## src/rtl/matrix_ram_arbiter.sv

```systemverilog
// Single-port operand/result RAM owner for the matrix multiplier: host load/unload while idle,
// header validation on host_go, then hand-off to matrix_mul_cu under a watchdog.
module matrix_ram_arbiter #(
  parameter int data_w    = 32,
  parameter int ram_d     = 512,
  parameter int ram_add_w = $clog2(ram_d),
  parameter int timeout_w = 20
) (
  input  logic                 clk,
  input  logic                 rst_n,
  input  logic                 host_req,
  input  logic                 host_we,
  input  logic [ram_add_w-1:0] host_addr,
  input  logic [data_w-1:0]    host_wdata,
  output logic                 host_gnt,
  output logic                 host_rvalid,
  output logic [data_w-1:0]    host_rdata,
  input  logic                 host_go,
  output logic                 host_busy,
  output logic                 host_done,
  output logic                 host_err,
  output logic [1:0]           err_code,
  output logic                 cu_start,
  output logic                 cu_rst,
  input  logic                 cu_done,
  input  logic                 cu_err,
  input  logic                 cu_ram_we,
  input  logic [ram_add_w-1:0] cu_ram_addr,
  input  logic [data_w-1:0]    cu_ram_w_data,
  output logic                 ram_we,
  output logic [ram_add_w-1:0] ram_addr,
  output logic [data_w-1:0]    ram_w_data,
  input  logic [data_w-1:0]    ram_r_data,
  output logic [2:0]           dbg_state
);

  localparam int fld_w = data_w / 4;

  typedef enum logic [2:0] {
    IDLE    = 3'd0,
    HDR_RD  = 3'd1,
    HDR_CHK = 3'd2,
    LAUNCH  = 3'd3,
    RUN     = 3'd4,
    ABORT   = 3'd5
  } state_t;

  state_t               state, state_nxt;
  logic [timeout_w-1:0] wd_cnt;
  logic [1:0]           blank_cnt;
  logic                 abort_cnt;
  logic                 err_set, done_set;
  logic [1:0]           err_val;
  logic [19:0]          m1, n1, m2, n2, cap;
  logic                 dim_bad, cap_bad, masked, wd_full;

  // Host handshake: host_req is a level the host holds until host_gnt; an access is
  // accepted in every cycle where both are high, and only while IDLE.
  assign host_gnt   = host_req & (state == IDLE);
  assign host_busy  = (state != IDLE);
  assign cu_start   = (state == LAUNCH);
  assign cu_rst     = (state == ABORT);
  assign host_rdata = ram_r_data;
  assign dbg_state  = state;

  // Header fields arrive on ram_r_data during HDR_CHK (address 0 was presented in HDR_RD).
  assign m1 = 20'(ram_r_data[4*fld_w-1 -: fld_w]);
  assign n1 = 20'(ram_r_data[3*fld_w-1 -: fld_w]);
  assign m2 = 20'(ram_r_data[2*fld_w-1 -: fld_w]);
  assign n2 = 20'(ram_r_data[fld_w-1 -: fld_w]);

  assign dim_bad = (n1 != m2) | (m1 == 20'd0) | (n1 == 20'd0) | (m2 == 20'd0) | (n2 == 20'd0);
  assign cap     = 20'd2 + m1 * n1 + m2 * n2
                 + (m1 + {19'd0, m1[0]}) * (n2 + {19'd0, n2[0]});
  assign cap_bad = cap > 20'(ram_d);

  // The CU's done level from the previous run is still high for the first RUN cycles.
  assign masked  = blank_cnt < 2'd2;
  assign wd_full = &wd_cnt;

  always_comb begin
    state_nxt = state;
    err_set   = 1'b0;
    err_val   = 2'd0;
    done_set  = 1'b0;
    case (state)
      IDLE:    if (host_go) state_nxt = HDR_RD;
      HDR_RD:  state_nxt = HDR_CHK;
      HDR_CHK: begin
        if (dim_bad) begin
          err_set   = 1'b1;
          err_val   = 2'd1;
          state_nxt = IDLE;
        end else if (cap_bad) begin
          err_set   = 1'b1;
          err_val   = 2'd2;
          state_nxt = IDLE;
        end else begin
          state_nxt = LAUNCH;
        end
      end
      LAUNCH:  state_nxt = RUN;
      RUN: begin
        if (!masked && cu_err) begin
          err_set   = 1'b1;
          err_val   = 2'd1;
          state_nxt = IDLE;
        end else if (!masked && cu_done) begin
          done_set  = 1'b1;
          state_nxt = IDLE;
        end else if (wd_full) begin
          err_set   = 1'b1;
          err_val   = 2'd3;
          state_nxt = ABORT;
        end
      end
      ABORT:   if (abort_cnt) state_nxt = IDLE;
      default: state_nxt = IDLE;
    endcase
  end

  always_comb begin
    ram_we     = 1'b0;
    ram_addr   = '0;
    ram_w_data = '0;
    case (state)
      IDLE: begin
        ram_we     = host_we & host_gnt;
        ram_addr   = host_addr;
        ram_w_data = host_wdata;
      end
      LAUNCH, RUN: begin
        ram_we     = cu_ram_we;
        ram_addr   = cu_ram_addr;
        ram_w_data = cu_ram_w_data;
      end
      default: begin
        ram_we     = 1'b0;
        ram_addr   = '0;
        ram_w_data = '0;
      end
    endcase
  end

  always_ff @(posedge clk or negedge rst_n) begin
    if (!rst_n) begin
      state       <= IDLE;
      wd_cnt      <= '0;
      blank_cnt   <= 2'd0;
      abort_cnt   <= 1'b0;
      host_rvalid <= 1'b0;
      host_done   <= 1'b0;
      host_err    <= 1'b0;
      err_code    <= 2'd0;
    end else begin
      state       <= state_nxt;
      host_rvalid <= host_gnt & ~host_we;
      host_done   <= done_set;
      abort_cnt   <= (state == ABORT) ? ~abort_cnt : 1'b0;
      if (state == RUN) begin
        if (!wd_full) wd_cnt <= wd_cnt + timeout_w'(1);
        if (masked) blank_cnt <= blank_cnt + 2'd1;
      end else begin
        wd_cnt    <= '0;
        blank_cnt <= 2'd0;
      end
      if ((state == IDLE) && host_go) begin
        host_err <= 1'b0;
        err_code <= 2'd0;
      end else if (err_set) begin
        host_err <= 1'b1;
        err_code <= err_val;
      end
    end
  end

endmodule

```

## config.mk

```make
export PLATFORM = sky130hd
export DESIGN_NAME = matrix_ram_arbiter
export DESIGN_NICKNAME = d
export VERILOG_FILES = /design/src/rtl/matrix_ram_arbiter.sv
export SDC_FILE = /design/constraint.sdc
export NUM_CORES = 1
export LEC_CHECK = 0
export ABC_AREA = 1
export BUFFER_PORTS_ARGS = -buffer_cell sky130_fd_sc_hd__buf_4
export CORE_ASPECT_RATIO = 2
export CORE_MARGIN = 2
export CORE_UTILIZATION = 39
export DETAILED_ROUTE_END_ITERATION = 16
export GPL_TIMING_DRIVEN = 0
export PLACE_DENSITY = 0.63
export SYNTH_ARGS = -nofsm -noshare
export SYNTH_HDL_FRONTEND = slang
export SYNTH_SLANG_ARGS = --single-unit
```

## constraint.sdc

```tcl
create_clock -name clk -period 1.91 [get_ports clk]
set_input_delay 0.2865 -clock clk [delete_from_list [all_inputs] [get_ports clk]]
set_output_delay 0.2865 -clock clk [all_outputs]
set_load 0.02 [all_outputs]
```

---- Word level (Yosys, flattened, before mapping) ----
Cells that the tools add are included.
cells by class
  multipliers ............................. 3
  add/subtract/negate cells ............... 7
  mux-type cells .......................... 35
  $lt $le $gt $ge ......................... 2
  bitwise gates (word level) .............. 9
  equal/unequal tests ..................... 11
  reductions and logical operators ........ 14
operators by type and width
  cell                                                             count
  logical NOT 20 bit                                               4
  case mux 32 bit (2 select lines)                                 1
  two-way mux 20 bit                                               2
  multiplier 8 x 8 -> 16 bit                                       2
  two-way mux 2 bit                                                11
  adder 20 x 1 -> 20 bit, second input constant                    1
  AND reduction 20 bit                                             1
  adder 18 x 18 -> 19 bit                                          1
  greater-than comparator 19 x 10 -> 1 bit, second input constant  1
  adder 17 x 16 -> 18 bit                                          1
  adder 8 x 1 -> 9 bit                                             2
  multiplier 9 x 9 -> 18 bit                                       1
  case mux 3 bit (6 select lines)                                  1
  case mux 9 bit (2 select lines)                                  1
  adder 2 x 16 -> 17 bit, first input constant                     1
  two-way mux 3 bit                                                5
  two-way mux 1 bit                                                11
  != test 8 bit                                                    1
  equality test 3 x 2 -> 1 bit, second input constant              2
  equality test 3 bit, second input constant                       2
  != test 2 bit, second input constant                             3
  != test 4 bit, second input constant                             1
  bitwise OR 1 bit                                                 4
  case mux 1 bit (2 select lines)                                  2
  14 further kinds                                                 19
word-level totals
  output and inout bits ................... 86
  flip-flop bits (word level) ............. 31
  input port bits ......................... 122

---- Logic depth before layout (Yosys ltp) ----
  depth after elaboration ................. 10
  gate-level depth with buffers ........... 38

---- Least setup slack after synthesis ----
No wires, ideal clock.
  path kind ............................... input-to-reg
  from .................................... input ram_r_data[0]
  to ...................................... register host_err
  data arrival time ....................... 6.477 ns
  required time ........................... 1.796 ns
  slack ................................... -4.681 ns
  stages on the path ...................... 35
  path through ............................ buf_2 inv_1 nor3_1 nand2_1 nor2_1 xor2_1 nor2_1 fa_1 fa_1 inv_1 fa_1 fa_1 inv_1 fa_1 fa_1 inv_1 fa_1 inv_1 ha_1 nand2_2 inv_2 nand2_1 nand2_2 inv_2 nand2_2 nand2_1 nand2_2 nor2_2 nand3_1 nor2_1 nand4_1 nand2_1 nand3b_1 nand2_1 inv_1
on the way
  longest elaborated chain between the ends .. 8
  elaborated cells on any way between the ends .. 12
  classes of those cells .................. add/sub (3); mul (2); order compare (1); mux (3); bitwise (1); reduce/logical (2)
RTL lines
  element                                                                       RTL line  RTL
  from (decl)                                                                   33        input logic [data_w-1:0] ram_r_data,
  multiplier 8 x 8 -> 16 bit / adder 8 x 1 -> 9 bit (equally long branches)     73, 74
  adder 17 x 16 -> 18 bit / multiplier 9 x 9 -> 18 bit (equally long branches)  73, 74
  adder 18 x 18 -> 19 bit                                                       74        + (m1 + {19'd0, m1[0]}) * (n2 + {19'd0, n2[0]});
  greater-than comparator 19 x 10 -> 1 bit                                      75        assign cap_bad = cap > 20'(ram_d);
  two-way mux 1 bit                                                             94        end else if (cap_bad) begin
  two-way mux 1 bit *                                                           90        if (dim_bad) begin
  case mux 1 bit (2 select lines) *                                             86        case (state)
  nonzero test 2 bit (no source line) *                                         --
  to (signal assigned)                                                          153       host_err <= 1'b0;
  to (signal assigned)                                                          168       host_err <= 1'b0;
  to (signal assigned)                                                          171       host_err <= 1'b1;
  to (decl)                                                                     21        output logic host_err,
Every way passes the cells marked *; elsewhere a longest branch is shown, timed or not.
A chain may end at the register's enable or synchronous reset.

---- Worst setup path after layout ----
Ends and elaborated chain as after synthesis.

==> flow_summary_export.csv <==
group,metric,value,unit
run_status,status,"finished with violations",
run_status,violations,"negative setup slack",
yosys,synth_area,10700,sq um
worst_setup_path,cp_num_buf_inv,13,
sta,max_slew_margin,0.639,
clock_tree,clk_pin_slew_worst_paths,50,ps
sta,finalCriticalPeriod,6350,ps
worst_setup_path,rr_endpoint,"err_code[0]",
worst_setup_path,start_kind,"input pin",
grt,grt_max_degree,32,
worst_setup_path,r2r_cells,10,
floorplanning,ios,208,
grt,grt_pass1_wl,49.8,mm
worst_setup_path,cp_data_required_time,2090,ps
floorplanning,die_area,29000,sq um
sta,worst_pin_slew,538,ps
yosys,synth.distinct_cells,40,
clock_tree,cts.root.buffer_cell,"clkbuf_16",
finish,nets,2211,
route,dr.pass1.iters,8,
sta,fin_skew,3.61,ps
finish,drive_above_1_share,0.352,
worst_setup_path,r2r-start,"wd_cnt[1]",
yosys,synth_warnings,0,
place,io_buffer_count,188,
route,ant_nets,0,
worst_setup_path,crit_family,"adder cells",
yosys,async_reset_ff_frac,1.00,
grt,antenna_found_initial,0,
worst_setup_path,worstPathMaxFanout,7,
yosys,synth-seq-cells,31,
clock_tree,clock_path_buffers,2,
floorplanning,floorplan.rows,86,
floorplanning,coreArea,27300,sq um
floorplanning,dieWidth,121,um
sta,clock.fmax,158,MHz
worst_setup_path,cp-end-kind,"flop",
route,drt_iter0_markers,594,
worst_setup_path,slowest_delay,560,ps
yosys,syn_inst,1535,
sta,finalWorstSetupSlack,-4440,ps
place,hpwl,25.2,mm
route,via_count,10200,
finish,antennaDiodeCount,0,
place,place_ws,-5220,ps
min_path,hold_path_class,"input pin to flop",
worst_setup_path,r2r_setup_slack,-40,ps
finish,area_growth,41.0,%
route,wire_per_inst,15.2,um
worst_setup_path,worstPathArrival,6530,ps
yosys,yosysSeqAreaShare,0.0722,
flow_run,max_cap_viol_count,0,
route,routed_via_density,4.71,
min_path,hold_path_end,"host_done",
sta,final_max_slew_viol_count,0,
sta,rsz0062_at_grt,"true",
finish,layout_common_cells,"inv_1 (414), nand2_1 (281), buf_4 (230)",
place,gp_congestion,0.869,
yosys,synth_nets,1933,
worst_setup_path,crit_path_top_delay_cell,"fa_1",
clock_tree,insertion_delay,280,ps
yosys,syn_avg_cell_area,7.00,sq um
yosys,synth-edff-count,0,
clock_tree,htreeDepth,2,
worst_setup_path,critPathKind,"input pin to flop",
clock_tree,cts_tree,"built",
yosys,synthFlopType,"dfrtp_1",
floorplanning,die_y,239,um
finish,layout_commonest_cell,"inv_1",
grt,grt_pass1_vias,9883,
route,wirelength,33.0,mm
min_path,worstHoldStart,"cu_err",
sta,min_period_over_period,3.32,
worst_setup_path,crit_path_frequent_cell,"inv_2",
grt,grt_overflow_total,0,
clock_tree,clkSinkCount,31,
clock_tree,numCtsBuffers,5,
floorplanning,start_util,0.393,
route,drc_errors,0,
grt,track_usage,0.218,
sta,hold_viol,0,
min_path,hold_depth,2,
sta,setup_viol,49,
-- cells by family after synthesis --
family | after synthesis | synth area share
AND/OR/NAND/NOR | 577 | 0.228
buffers and inverters | 543 | 0.204
adder cells (fa/ha/maj) | 276 | 0.433
AO/OA/AOI/OAI | 88 | 0.0468
flip-flops | 31 | 0.0722
XOR/XNOR | 20 | 0.0170
-- what timing repair did --
item,CTS,global route
resized for setup,292,156
buffers inserted,60,26
hold buffers,1,0
pin swaps,104,56
endpoints found under the setup margin,53,62
cloned,4,2
hold endpoints to repair,31,0
-- worst max-delay path by stage --
stage	start	endpoint	slack, ps	cells after the start
finish	ram_r_data[0]	host_err	-4440	37
CTS	ram_r_data[24]	host_err	-4400	36
global route	ram_r_data[27]	host_err	-4790	37
floorplan	ram_r_data[1]	host_err	-4150	36
global placement	ram_r_data[26]	host_err	-5220	34
detailed placement	ram_r_data[26]	host_err	-5220	34
-- per-layer routing --
layer | share of wire | track usage | vias up
met5 | 0.0027 | 0.0232 | -
met4 | 0.022 | 0.0460 | 2
met3 | 0.050 | 0.0258 | 60
met2 | 0.52 | 0.376 | 284
met1 | 0.41 | 0.291 | 4889
li1 | - | - | 4977
-- worst reg2reg max path: cells and delay by family, from the launching register on --
| kind | cells | cell delay [ps] |
|---|---|---|
| DFF | 1 | 400 |
| buffers and inverters | 2 | 210 |
| and+or+nand+nor | 5 | 820 |
| AOI/OAI and AO/OA | 2 | 250 |
| adders and majority gates | 1 | 170 |
-- flip-flops by register name, summed over array words and instances, names as in the netlist --
name / flops
dbg_state: 3
abort_cnt: 1
host_err: 1
host_done: 1
err_code: 2
host_rvalid: 1
wd_cnt: 20
blank_cnt: 2
-- layout make-up --
cell class / instances / area, sq um
fillers: 2572 / 12200
inverters: 464 / 1760
flip-flops and latches: 31 / 777
plain buffers: 75 / 637
clock buffers: 5 / 125
repair buffers: 275 / 2470
multi-input cells: 961 / 8930
clock inverters: 3 / 15.0
well taps: 352 / 440
-- Yosys cell counts, types with 18 or more instances --
cell	n	area (sq um)
nand4_1	18	113
o21ai_0	53	265
clkbuf_1	23	86.3
nand3_1	35	175
dfrtp_1	31	776
nand2_1	379	1420
inv_1	449	1690
buf_4	32	240
nor2_1	87	327
buf_2	23	115
fa_1	159	3180
ha_1	117	1460
-- stage by stage --
stage / cells / hold WS, ps / util / instance area (sq um) / TNS (ps)
after floorplan: 1535 / -9.09 / - / 11000 / -20460
after detailed placement: 2075 / 246 / 0.471 / 12900 / -30400
after global routing: 2166 / 181 / 0.554 / 15200 / -35110
after global placement: 2075 / 249 / 0.471 / 12900 / -30760
final: 2166 / 173 / 0.554 / 15200 / -31950
after CTS: 2144 / 165 / 0.528 / 14400 / -26430
Power is not shown: default switching activity piles up to over one toggle a cycle in this logic, so the estimate is an artifact.
